===== src/rtl/mem_port_arbiter.sv =====
// Round-robin arbiter sharing the data-memory block port between the icache (read-only)
// and the dcache (read/write-back); each cache keeps its private busywait handshake.
module mem_port_arbiter #(
  parameter int unsigned ADDR_W  = 6,
  parameter int unsigned DATA_W  = 32,
  parameter int unsigned TIMEOUT = 255
) (
  input  logic              clock,
  input  logic              reset,
  input  logic              i_read,
  input  logic [ADDR_W-1:0] i_address,
  output logic [DATA_W-1:0] i_readdata,
  output logic              i_busywait,
  input  logic              d_read,
  input  logic              d_write,
  input  logic [ADDR_W-1:0] d_address,
  input  logic [DATA_W-1:0] d_writedata,
  output logic [DATA_W-1:0] d_readdata,
  output logic              d_busywait,
  output logic              mem_read,
  output logic              mem_write,
  output logic [ADDR_W-1:0] mem_address,
  output logic [DATA_W-1:0] mem_writedata,
  input  logic [DATA_W-1:0] mem_readdata,
  input  logic              mem_busywait,
  output logic              err_timeout
);

  typedef enum logic [1:0] {IDLE, GRANT, RELEASE} state_e;
  typedef enum logic {OWN_I, OWN_D} owner_e;

  state_e            state_q;
  owner_e            owner_q;
  owner_e            last_owner_q;
  logic              op_write_q;
  logic [ADDR_W-1:0] addr_q;
  logic [DATA_W-1:0] wdata_q;
  logic              seen_busy_q;
  logic [7:0]        cnt_q;
  logic [7:0]        cnt_d;
  logic [DATA_W-1:0] i_rdata_q;
  logic [DATA_W-1:0] d_rdata_q;
  logic              err_q;

  logic i_req;
  logic d_req;
  logic pick_d;

  assign i_req = i_read;
  assign d_req = d_read | d_write;

  // On a tie the side that did not own the last grant wins.
  always_comb begin
    pick_d = d_req && (!i_req || (last_owner_q == OWN_I));
    cnt_d  = (cnt_q == 8'hFF) ? cnt_q : cnt_q + 8'd1;
  end

  always_ff @(posedge clock) begin
    if (reset) begin
      state_q      <= IDLE;
      owner_q      <= OWN_I;
      last_owner_q <= OWN_D;
      op_write_q   <= 1'b0;
      addr_q       <= '0;
      wdata_q      <= '0;
      seen_busy_q  <= 1'b0;
      cnt_q        <= '0;
      i_rdata_q    <= '0;
      d_rdata_q    <= '0;
      err_q        <= 1'b0;
    end else begin
      case (state_q)
        IDLE: begin
          if (i_req || d_req) begin
            if (pick_d) begin
              owner_q    <= OWN_D;
              op_write_q <= d_write;
              addr_q     <= d_address;
              wdata_q    <= d_writedata;
            end else begin
              owner_q    <= OWN_I;
              op_write_q <= 1'b0;
              addr_q     <= i_address;
              wdata_q    <= '0;
            end
            seen_busy_q <= 1'b0;
            cnt_q       <= '0;
            state_q     <= GRANT;
          end
        end
        GRANT: begin
          cnt_q <= cnt_d;
          if (32'(cnt_d) >= TIMEOUT) err_q <= 1'b1;
          // Completion needs a busy phase first, so a slow-to-start memory is not mistaken for done.
          if (mem_busywait) begin
            seen_busy_q <= 1'b1;
          end else if (seen_busy_q) begin
            if (!op_write_q) begin
              if (owner_q == OWN_D) d_rdata_q <= mem_readdata;
              else                  i_rdata_q <= mem_readdata;
            end
            last_owner_q <= owner_q;
            state_q      <= RELEASE;
          end
        end
        RELEASE: state_q <= IDLE;
        default: state_q <= IDLE;
      endcase
    end
  end

  assign mem_read      = (state_q == GRANT) && !op_write_q;
  assign mem_write     = (state_q == GRANT) && op_write_q;
  assign mem_address   = (state_q == GRANT) ? addr_q  : '0;
  assign mem_writedata = (state_q == GRANT) ? wdata_q : '0;

  assign i_busywait = i_req && !((state_q == RELEASE) && (owner_q == OWN_I));
  assign d_busywait = d_req && !((state_q == RELEASE) && (owner_q == OWN_D));

  assign i_readdata  = i_rdata_q;
  assign d_readdata  = d_rdata_q;
  assign err_timeout = err_q;

endmodule


===== config.mk =====
export PLATFORM = sky130hd
export DESIGN_NAME = mem_port_arbiter
export DESIGN_NICKNAME = d
export VERILOG_FILES = /design/src/rtl/mem_port_arbiter.sv
export SDC_FILE = /design/constraint.sdc
export NUM_CORES = 1
export LEC_CHECK = 0
export ABC_AREA = 1
export BUFFER_PORTS_ARGS = -buffer_cell sky130_fd_sc_hd__buf_2
export CAP_MARGIN = 20
export CORE_MARGIN = 4
export CORE_UTILIZATION = 29
export CTS_CLUSTER_SIZE = 40
export DETAILED_ROUTE_END_ITERATION = 6
export GPL_ROUTABILITY_DRIVEN = 0
export SLEW_MARGIN = 20
export SYNTH_ARGS = -nofsm -noshare
export SYNTH_HDL_FRONTEND = slang
export SYNTH_SLANG_ARGS = --single-unit

===== constraint.sdc =====
create_clock -name clock -period 1.8 [get_ports clock]
set_input_delay 0.18 -clock clock [delete_from_list [all_inputs] [get_ports clock]]
set_output_delay 0.18 -clock clock [all_outputs]
set_load 0.005 [all_outputs]

==> results of run 1 <==
==> what timing repair did <==
item | 4_1_cts | 5_1_grt
resized for setup | 1 | 2
cloned | 0 | 0
setup buffers | 0 | 0
setup endpoints to repair | 35 | 35
hold endpoints to repair | 10 | 0
hold buffers | 10 | 0
==> logic make-up after synthesis <==
kind of cell,count (synthesis),share of synthesized area (%)
AOI/OAI and AO/OA,159,17.8
xor gates and xnor gates,1,0.180
adders and majority gates,1,0.257
buffers and inverters,128,11.3
DFF,117,48.2
and+or+nand+nor,265,22.2
==> per-layer routing <==
| layer | GRT usage (%) | up-vias | part of all wire, % |
|---|---|---|---|
| met3 | 4.97 | 17 | 7.2 |
| met1 | 17.8 | 2068 | 45 |
| met2 | 21.3 | 121 | 46 |
| met4 | 4.82 | 2 | 1.4 |
| li1 | - | 2481 | - |
| met5 | 0 | - | 0.084 |
==> worst paths after layout <==
check	to	startpoint	slack [ns]	cells after the start
worst max-delay path	mem_writedata[21]	state_q[1]	0.15	5
worst min-delay path	wdata_q[14]	d_writedata[14]	0.02	3
worst max register to register	err_timeout	cnt_q[0]	0.24	9
worst min register to register	d_readdata[11]	d_readdata[11]	0.44	2
==> layout make-up <==
type / instances / area share [%]
multi-input cells: 426 / 29.6
flip-flops and latches: 117 / 35.1
clock buffers: 20 / 6.70
inverters: 91 / 5.16
repair buffers: 210 / 18.1
well taps: 220 / 4.13
clock inverters: 11 / 1.20
==> sequential cells by signal, summed over array words and instances (netlist names) <==
register      count
i_readdata       32
op_write_q        1
seen_busy_q       1
owner_q           1
last_owner_q      1
addr_q            6
err_timeout       1
wdata_q          32
cnt_q             8
d_readdata       32
state_q           2
==> synthesized netlist by cell type (4+ instances only) <==
cell / n / area (um^2)
sky130_fd_sc_hd__nand2_1: 128 / 480
sky130_fd_sc_hd__dfxtp_1: 117 / 2340
sky130_fd_sc_hd__nor2_1: 115 / 432
sky130_fd_sc_hd__inv_1: 83 / 312
sky130_fd_sc_hd__a21oi_1: 65 / 325
sky130_fd_sc_hd__o21ai_0: 40 / 200
sky130_fd_sc_hd__o21ai_1: 32 / 160
sky130_fd_sc_hd__clkbuf_1: 14 / 52.6
sky130_fd_sc_hd__buf_2: 13 / 65.1
sky130_fd_sc_hd__a21oi_2: 12 / 105
sky130_fd_sc_hd__inv_2: 7 / 26.3
sky130_fd_sc_hd__nand3_1: 7 / 35.0
sky130_fd_sc_hd__a31oi_1: 6 / 37.5
sky130_fd_sc_hd__nor2_4: 6 / 67.6
sky130_fd_sc_hd__buf_1: 4 / 15.0
==> where the power goes <==
group	internal, mW	total [mW]	switching [mW]	leakage, nW
Combinational	0.246	0.588	0.342	1.72
Clock	1.79	3.01	1.22	0.249
Sequential	2.67	2.71	0.0399	0.948
==> worst max-delay path: stages (launching register included) <==
cell                      delay (ns)
sky130_fd_sc_hd__dfxtp_1        0.42
sky130_fd_sc_hd__nor2_4         0.07
sky130_fd_sc_hd__inv_2          0.17
sky130_fd_sc_hd__buf_12         0.22
sky130_fd_sc_hd__nor2_1         0.06
sky130_fd_sc_hd__buf_2          0.12
==> results.txt, run 1 <==
----------------------------------------------------
[Synth]
  Synthesized netlist net count ... 754
  Dominant synthesized flop cell ... sky130_fd_sc_hd__dfxtp_1
  Proportion of register bits with asynchronous set or reset after synthesis ... 0%
  Seq cells post-synth ... 117
  Post-Syn Instances ... 671
  Netlist area before placement ... 4860 um^2
  Number of synthesized flops with an enable pin ... 0
  Synth unique cells ... 28
  Portion of the post-synthesis area used by sequential elements ... 48.2%
  Yosys Warn Count ... 0
  Mean post-synth cell area ... 7.25 um^2

[Global routing]
  Global-route wire length before repair ... 20,900 um
  All-Layer GR Usage ... 13.8%
  Number of global-route vias before repair ... 4,214
  Pin count of the biggest net entering global routing ... 72
  GRT Residual Overflow ... 0
  Antenna violations before repair ... 1

[Die]
  I/O pin count ... 189
  Number of core rows ... 47
  Chip width ... 138 um
  CORE AREA ... 16,500 um^2
  Die area ... 18,900 um^2
  Starting utilization of the core area ... 29.4%
  Overall die height ... 138 um

[Clock network]
  Clock tree buffer depth ... 2
  Later-pin clock latency in the skew report ... 0.41 ns
  Clock tree sinks ... 117
  Clock tree from TritonCTS ... yes
  Number of levels in the clock H-tree ... 4
  Clock tree root buffer cell ... sky130_fd_sc_hd__clkbuf_16
  Clock-pin slew on the worst setup and hold paths ... 0.06 ns
  Number of buffers created by CTS ... 17

[STA]
  Number of endpoints failing setup at the final stage ... 0
  Measured slew at the worst slew-check pin ... 0.587 ns
  Final Max Tran Viols ... 0
  Final hold viol count ... 0
  Post-route worst setup slack ... 0.148 ns
  Worst hold slack ... 0.0200 ns
  Unrepaired setup endpoints after global routing ... false
  Final TNS setup ... 0 ns
  Final worst-path cycle share ... 91.8%
  Max transition margin ... 60.9%
  Final min period ... 1.65 ns
  Max Clock Freq ... 605 MHz
  Fin Clk Skew ... 0.00739 ns

[Cells and area]
  Util after Layout ... 40.3%
  Layout fillers ... 1,762
  Post-route insts no fill ... 1,095
  Share of final-layout standard cells stronger than drive strength 1 ... 30.2%
  FF+latch area ... 2340 um^2
  Final design instance area without fill ... 6660 um^2
  Final-stage net count ... 946
  Diode insertion count for antenna repair ... 0
  Most common cell after layout, fill and taps aside ... sky130_fd_sc_hd__buf_2
  Area of the multi-input gates ... 1970 um^2
  Highest-count cells in the layout ignoring fill and taps ... sky130_fd_sc_hd__buf_2 (188), sky130_fd_sc_hd__nand2_1 (128), sky130_fd_sc_hd__dfxtp_1 (117)
  Area Growth Syn to Fin ... 37.0%

[Place]
  Worst Setup Slack post-DPL ... 0.268 ns
  Inst Count DP ... 1,054
  Area of placed instances ... 6020 um^2
  Estimated wirelength of the detail-placed design ... 9320 um
  Number of buffers inserted by port buffering ... 188

[Worst setup path]
  Crit. End Element ... output port
  Largest driver fanout on the critical path ... 35
  Required time worst endpoint ... 1.62 ns
  Critical Path Source Type ... flip-flop
  Data arrival time of the worst path ... 1.47 ns
  Category of the critical setup timing path ... reg2out

[Route]
  Via count ... 4,689
  Number of routed nets with antenna violations ... 0
  Drc violations ... 0
  Routed wirelength normalized by instance count ... 12.0 um
  DR iter-0 viols ... 140
  Total iterations of the first detailed-routing run ... 4
  Total detailed-routing wirelength ... 13,200 um
  Detailed-route vias per instance ... 4.28

[Pwr]
  Total chip power ... 6.31 mW
  Worst IR drop on VDD ... 0.617 mV
  Total power per unit cell area ... 946 nW/um^2
  Reported leakage power ... 2.92 nW

[Run status]
  Status ... completed

[Flow run]
  Max-cap violations ... 0

[Min path]
  Path category of the worst min-delay check ... in2reg

----------------------------------------------------
Power figures use the tool's default switching activity.
==> inputs of run 2 (changes only) <==
--- a/config.mk
+++ b/config.mk
@@ -13,6 +13,7 @@
 export CTS_CLUSTER_SIZE = 40
 export DETAILED_ROUTE_END_ITERATION = 6
 export GPL_ROUTABILITY_DRIVEN = 0
+export PLACE_DENSITY = 0.63
 export SLEW_MARGIN = 20
 export SYNTH_ARGS = -nofsm -noshare
 export SYNTH_HDL_FRONTEND = slang
==> run 2 against run 1 <==
Worst setup slack lost 0.032 ns. Largest power group unchanged. Sequential power barely moved. Largest cell class unchanged. Highest routed layer is now met4. Critical path depth stayed put. Power up 4.9%. Critical path type unchanged.
==> results.txt, run 2 (same netlist as run 1, synthesis figures left out) <==
----------------------------------------------------
[Run status]
  Status ... completed (unchanged)

[Cells and area]
  Diode insertion count for antenna repair ... 0 (unchanged)
  Share of final-layout standard cells stronger than drive strength 1 ... 30.4% (was 30.2%)
  Final-stage net count ... 947 (was 946)
  Highest-count cells in the layout ignoring fill and taps ... sky130_fd_sc_hd__buf_2 (188), sky130_fd_sc_hd__nand2_1 (128), sky130_fd_sc_hd__dfxtp_1 (116) (was sky130_fd_sc_hd__buf_2 (188), sky130_fd_sc_hd__nand2_1 (128), sky130_fd_sc_hd__dfxtp_1 (117))
  Area Growth Syn to Fin ... 37.6% (was 37.0%)
  Post-route insts no fill ... 1,097 (was 1,095)
  Util after Layout ... 40.5% (was 40.3%)
  Most common cell after layout, fill and taps aside ... sky130_fd_sc_hd__buf_2 (unchanged)

[Route]
  Total detailed-routing wirelength ... 13,300 um (was 13,200 um)
  Drc violations ... 0 (unchanged)
  Number of routed nets with antenna violations ... 0 (unchanged)
  Wire length on met3 ... 809 um (was 953 um)
  Total iterations of the first detailed-routing run ... 4 (unchanged)
  Via count ... 4,634 (was 4,689)
  Metal2 WL ... 6180 um (was 6030 um)
  DR iter-0 viols ... 220 (was 140)
  Uppermost layer routed ... met4 (was met5)
  Length of routed wiring on met1 ... 6200 um (was 5990 um)
  Detailed-route vias per instance ... 4.22 (was 4.28)
  Routed wirelength normalized by instance count ... 12.2 um (was 12.0 um)

[STA]
  Measured slew at the worst slew-check pin ... 0.737 ns (was 0.587 ns)
  Final Max Tran Viols ... 0 (unchanged)
  Max transition margin ... 50.8% (was 60.9%)
  Max Clock Freq ... 594 MHz (was 605 MHz)
  Final hold viol count ... 0 (unchanged)
  Final worst-path cycle share ... 93.5% (was 91.8%)
  Final TNS setup ... 0 ns (unchanged)
  Number of endpoints failing setup at the final stage ... 0 (unchanged)
  Unrepaired setup endpoints after global routing ... false (unchanged)
  Final min period ... 1.68 ns (was 1.65 ns)
  Fin Clk Skew ... 0.00649 ns (was 0.00739 ns)
  Post-route worst setup slack ... 0.116 ns (was 0.148 ns)

[Die]
  Number of core rows ... 47 (unchanged)
  Die area ... 18,900 um^2 (unchanged)
  Chip width ... 138 um (unchanged)
  I/O pin count ... 189 (unchanged)
  Overall die height ... 138 um (unchanged)
  Starting utilization of the core area ... 29.4% (unchanged)
  CORE AREA ... 16,500 um^2 (unchanged)

[Worst setup path]
  Category of the critical setup timing path ... reg2out (unchanged)
  Required time worst endpoint ... 1.62 ns (about the same)
  Longest individual stage delay on the worst path ... 0.42 ns (about the same)
  Critical Path Source Type ... flip-flop (unchanged)
  Largest driver fanout on the critical path ... 22 (was 35)
  Critical-path cell with the highest stage delay ... sky130_fd_sc_hd__dfxtp_1 (unchanged)
  Data arrival time of the worst path ... 1.50 ns (was 1.47 ns)
  Cell class contributing the biggest share of worst-path delay ... buffers and inverters (unchanged)
  Crit-path cells ... nor2_4 > inv_2 > buf_4 > nor2_1 > buf_2 (was nor2_4 > inv_2 > buf_12 > nor2_1 > buf_2)
  Crit. End Element ... output port (unchanged)
  Count of buffer and inverter cells on the critical path ... 3 (unchanged)

[Clock network]
  Clock tree root buffer cell ... sky130_fd_sc_hd__clkbuf_16 (unchanged)
  Clock tree from TritonCTS ... yes (unchanged)
  Clock tree buffer depth ... 2 (unchanged)
  Number of buffers created by CTS ... 17 (unchanged)
  Clock-pin slew on the worst setup and hold paths ... 0.06 ns (about the same)
  Clock tree sinks ... 117 (unchanged)
  Number of setup buffers added after CTS ... 0 (unchanged)
  Number of levels in the clock H-tree ... 4 (unchanged)
  Later-pin clock latency in the skew report ... 0.41 ns (about the same)

[Global routing]
  Pin count of the biggest net entering global routing ... 72 (unchanged)
  Number of global-route vias before repair ... 4,352 (was 4,214)
  All-Layer GR Usage ... 14.0% (was 13.8%)
  GRT Residual Overflow ... 0 (unchanged)
  Antenna violations before repair ... 0 (was 1)
  Global-route wire length before repair ... 21,100 um (was 20,900 um)

[Pwr]
  Worst IR drop on VDD ... 0.622 mV (was 0.617 mV)
  Reported leakage power ... 2.95 nW (was 2.92 nW)
  Total power per unit cell area ... 988 nW/um^2 (was 946 nW/um^2)

[Place]
  Inst Count DP ... 1,055 (was 1,054)
  Worst Setup Slack post-DPL ... 0.181 ns (was 0.268 ns)
  Number of buffers inserted by port buffering ... 188 (unchanged)
  Estimated wirelength of the detail-placed design ... 9190 um (was 9320 um)

[Min path]
  Path category of the worst min-delay check ... in2reg (unchanged)

[Flow run]
  Max-cap violations ... 0 (unchanged)

----------------------------------------------------
-- run 2: final cells by class --
class                      instances  area, um^2
tap                              220         275
timing repair buffer             211        1180
multi-input combinational        426        1970
inverter                          91         344
sequential                       117        2340
clock buffer                      21         460
fill                            1749        9830
clock inverter                    11         125
-- run 2: report_power, final --
part / switching [mW] / internal (mW) / leakage, nW
Sequential: 0.0410 / 2.67 / 0.949
Clock: 1.22 / 2.12 / 0.284
Combinational: 0.337 / 0.236 / 1.71
Total: 1.60 / 5.02 / 2.95
-- run 2: final timing paths --
check | start | end | slack [ns] | cells after the start
hold reg to reg | d_readdata[30] | d_readdata[30] | 0.44 | 2
setup reg to reg | state_q[1] | wdata_q[22] | 0.22 | 5
setup / recovery | state_q[1] | mem_writedata[1] | 0.12 | 5
hold / removal | d_writedata[17] | wdata_q[17] | 0.02 | 3
-- run 2: metrics by stage --
stage / hold slack, ns / cell area [um^2] / power [mW]
2_1_floorplan: 0.323 / 4860 / 3.11
3_3_place_gp: 0.429 / 6010 / 3.32
3_5_place_dp: 0.432 / 6010 / 3.32
4_1_cts: 0.000594 / 6690 / 6.71
5_1_grt: 0.0115 / 6690 / 6.90
6_report: 0.0231 / 6690 / 6.62
-- run 2: metal layers --
metal	GRT usage, %	up-vias
li1	-	2487
met1	18.1	2014
met2	22.1	121
met3	4.89	12
met4	4.38	0
met5	0	-
-- run 2: what timing repair did --
item | CTS | global route
hold buffers | 10 | 0
gates resized for setup | 0 | 1
setup endpoints to repair | 0 | 1
endpoints found under the hold margin | 10 | 0
-- run 2: worst min-delay path, stage by stage --
cell and delay [ns]:
sky130_fd_sc_hd__buf_2 0.10, sky130_fd_sc_hd__nand2_1 0.05, sky130_fd_sc_hd__a21oi_1 0.05
==> inputs of run 3 (changes only) <==
==> constraint.sdc (replaced) <==
create_clock -name clock -period 1.9 [get_ports clock]
set_input_delay 0.19 -clock clock [delete_from_list [all_inputs] [get_ports clock]]
set_output_delay 0.19 -clock clock [all_outputs]
set_load 0.005 [all_outputs]
==> run 3 against run 2 <==
Clock power increased by 1%. Sequential power decreased by 5%. Register-to-register slack improved by 0.05 ns. Via count decreased by 1.4%. Power decreased by 2.3%.
==> results.txt, run 3 (same netlist as run 1, synthesis figures left out) <==
----------------------------------------------------
[Cells and area]
  Area of the multi-input gates ... 1970 um^2 (unchanged)
  Diode insertion count for antenna repair ... 0 (unchanged)
  Final-stage net count ... 935 (was 947)
  Layout fillers ... 1,733 (was 1,749)
  Most common cell after layout, fill and taps aside ... sky130_fd_sc_hd__buf_2 (unchanged)
  Highest-count cells in the layout ignoring fill and taps ... sky130_fd_sc_hd__buf_2 (188), sky130_fd_sc_hd__nand2_1 (128), sky130_fd_sc_hd__dfxtp_1 (117) (was sky130_fd_sc_hd__buf_2 (188), sky130_fd_sc_hd__nand2_1 (128), sky130_fd_sc_hd__dfxtp_1 (116))
  FF+latch area ... 2340 um^2 (about the same)
  Area Growth Syn to Fin ... 36.4% (was 37.6%)
  Share of final-layout standard cells stronger than drive strength 1 ... 30.4% (about the same)

[Clock network]
  Number of setup buffers added after CTS ... 0 (unchanged)
  Clock tree sinks ... 117 (unchanged)
  Later-pin clock latency in the skew report ... 0.41 ns (about the same)
  Clock tree buffer depth ... 2 (unchanged)
  Clock-pin slew on the worst setup and hold paths ... 0.06 ns (about the same)
  Clock tree root buffer cell ... sky130_fd_sc_hd__clkbuf_16 (unchanged)
  Clock tree from TritonCTS ... yes (unchanged)
  Number of levels in the clock H-tree ... 4 (unchanged)
  Number of buffers created by CTS ... 17 (unchanged)

[STA]
  Final hold viol count ... 0 (unchanged)
  Max transition margin ... 56.8% (was 50.8%)
  Final min period ... 1.77 ns
  Measured slew at the worst slew-check pin ... 0.647 ns (was 0.737 ns)
  Max Clock Freq ... 564 MHz
  Final TNS setup ... 0 ns (unchanged)
  Final worst-path cycle share ... 93.3%
  Fin Clk Skew ... 0.0108 ns (was 0.00649 ns)
  Unrepaired setup endpoints after global routing ... false (unchanged)
  Final Max Tran Viols ... 0 (unchanged)
  Number of endpoints failing setup at the final stage ... 0 (unchanged)

[Global routing]
  Pin count of the biggest net entering global routing ... 72 (unchanged)
  Number of global-route vias before repair ... 4,186 (was 4,352)
  Global-route wire length before repair ... 20,400 um (was 21,100 um)
  Antenna violations before repair ... 0 (unchanged)
  All-Layer GR Usage ... 13.7% (was 14.0%)
  GRT Residual Overflow ... 0 (unchanged)

[Die]
  Chip width ... 138 um (unchanged)
  Die area ... 18,900 um^2 (unchanged)
  Number of core rows ... 47 (unchanged)
  CORE AREA ... 16,500 um^2 (unchanged)
  I/O pin count ... 189 (unchanged)
  Overall die height ... 138 um (unchanged)
  Starting utilization of the core area ... 29.4% (unchanged)

[Route]
  Detailed-route vias per instance ... 4.22 (about the same)
  Total detailed-routing wirelength ... 13,100 um (was 13,300 um)
  Via count ... 4,567 (was 4,634)
  Total iterations of the first detailed-routing run ... 4 (unchanged)
  Drc violations ... 0 (unchanged)
  Routed wirelength normalized by instance count ... 12.1 um (was 12.2 um)
  DR iter-0 viols ... 145 (was 220)
  Number of routed nets with antenna violations ... 0 (unchanged)

[Pwr]
  Total power per unit cell area ... 975 nW/um^2 (was 988 nW/um^2)
  Reported leakage power ... 2.92 nW (was 2.95 nW)
  Worst IR drop on VDD ... 0.650 mV (was 0.622 mV)
  Total chip power ... 6.47 mW (was 6.62 mW)

[Worst setup path]
  Reg2Reg Depth ... 7 (was 5)
  Category of the critical setup timing path ... reg2out (unchanged)
  Critical Path Source Type ... flip-flop (unchanged)
  Data arrival time of the worst path ... 1.58 ns (was 1.50 ns)
  Crit. End Element ... output port (unchanged)
  Largest driver fanout on the critical path ... 39 (was 22)
  Required time worst endpoint ... 1.71 ns (was 1.62 ns)

[Place]
  Number of buffers inserted by port buffering ... 188 (unchanged)
  Estimated wirelength of the detail-placed design ... 9120 um (was 9190 um)

[Min path]
  Path category of the worst min-delay check ... in2reg (unchanged)
  Cell depth of the worst min-delay path ... 3 (unchanged)

[Run status]
  Status ... completed (unchanged)

[Flow run]
  Max-cap violations ... 0 (unchanged)

----------------------------------------------------
==> run 3: changes by cell type in the layout (fill, tap and decap cells not counted) <==
cell and delta:
sky130_fd_sc_hd__clkinv_4 -1, sky130_fd_sc_hd__clkbuf_8 +1, sky130_fd_sc_hd__dfxtp_2 -1, sky130_fd_sc_hd__inv_6 -2, sky130_fd_sc_hd__buf_6 +1, sky130_fd_sc_hd__buf_4 -5, sky130_fd_sc_hd__clkbuf_1 -1, sky130_fd_sc_hd__clkinvlp_4 -1
sky130_fd_sc_hd__dfxtp_1 +1, sky130_fd_sc_hd__dlygate4sd3_1 -9, sky130_fd_sc_hd__buf_12 +1, sky130_fd_sc_hd__bufinv_16 +2
==> run 3: layout make-up <==
class                   instances  area share [%]
flip-flops and latches        117            35.3
clock buffers                  21            7.09
repair buffers                199            16.3
well taps                     220            4.15
multi-input cells             426            29.7
inverters                      91            5.19
clock inverters                 9            2.28
==> run 3: critical path, cell delays in order, from the launching register on <==
cell,delay (ns)
sky130_fd_sc_hd__dfxtp_1,0.42
sky130_fd_sc_hd__nor2_4,0.06
sky130_fd_sc_hd__inv_2,0.11
sky130_fd_sc_hd__buf_6,0.31
sky130_fd_sc_hd__nor2_1,0.11
sky130_fd_sc_hd__buf_2,0.16
==> run 3: worst paths after layout <==
path / startpoint / to / slack [ns]
worst max register to register: state_q[1] / d_readdata[2] / 0.27
worst min register to register: d_readdata[3] / d_readdata[3] / 0.44
worst min-delay path: d_writedata[9] / wdata_q[9] / 0.02
worst max-delay path: state_q[1] / mem_address[5] / 0.13
==> run 3: report_power, final <==
| group | switching, mW | internal (mW) | total (mW) |
|---|---|---|---|
| clock network | 1.09 | 2.28 | 3.37 |
| registers | 0.0383 | 2.53 | 2.57 |
| logic | 0.317 | 0.214 | 0.531 |
==> run 3: per-stage QoR <==
stage               util [%]  setup WS [ns]  area, um^2  std cells  hold WS (ns)
finish                  40.1          0.127        6630       1083        0.0234
global route            40.1         0.0282        6630       1083        0.0131
CTS                     40.1         0.0835        6630       1083      0.000407
detailed placement      36.3          0.291        6000       1052         0.433
global placement        36.3          0.331        6000       1052         0.429
floorplan                  -          0.523        4860        671         0.333
==> run 3: metal layers <==
metal / global-route usage, % / vias to the layer above / wire, um
met3: 4.31 / 15 / 864
met5: 0 / - / 0
met4: 5.88 / 0 / 231
met1: 17.1 / 1978 / 5970
met2: 21.6 / 122 / 6040
li1: - / 2452 / -
==> run 3: timing repair <==
item,4_1_cts,5_1_grt
setup endpoints to repair,1,0
resized for setup,1,0
endpoints found under the hold margin,1,0
hold buffers,1,0
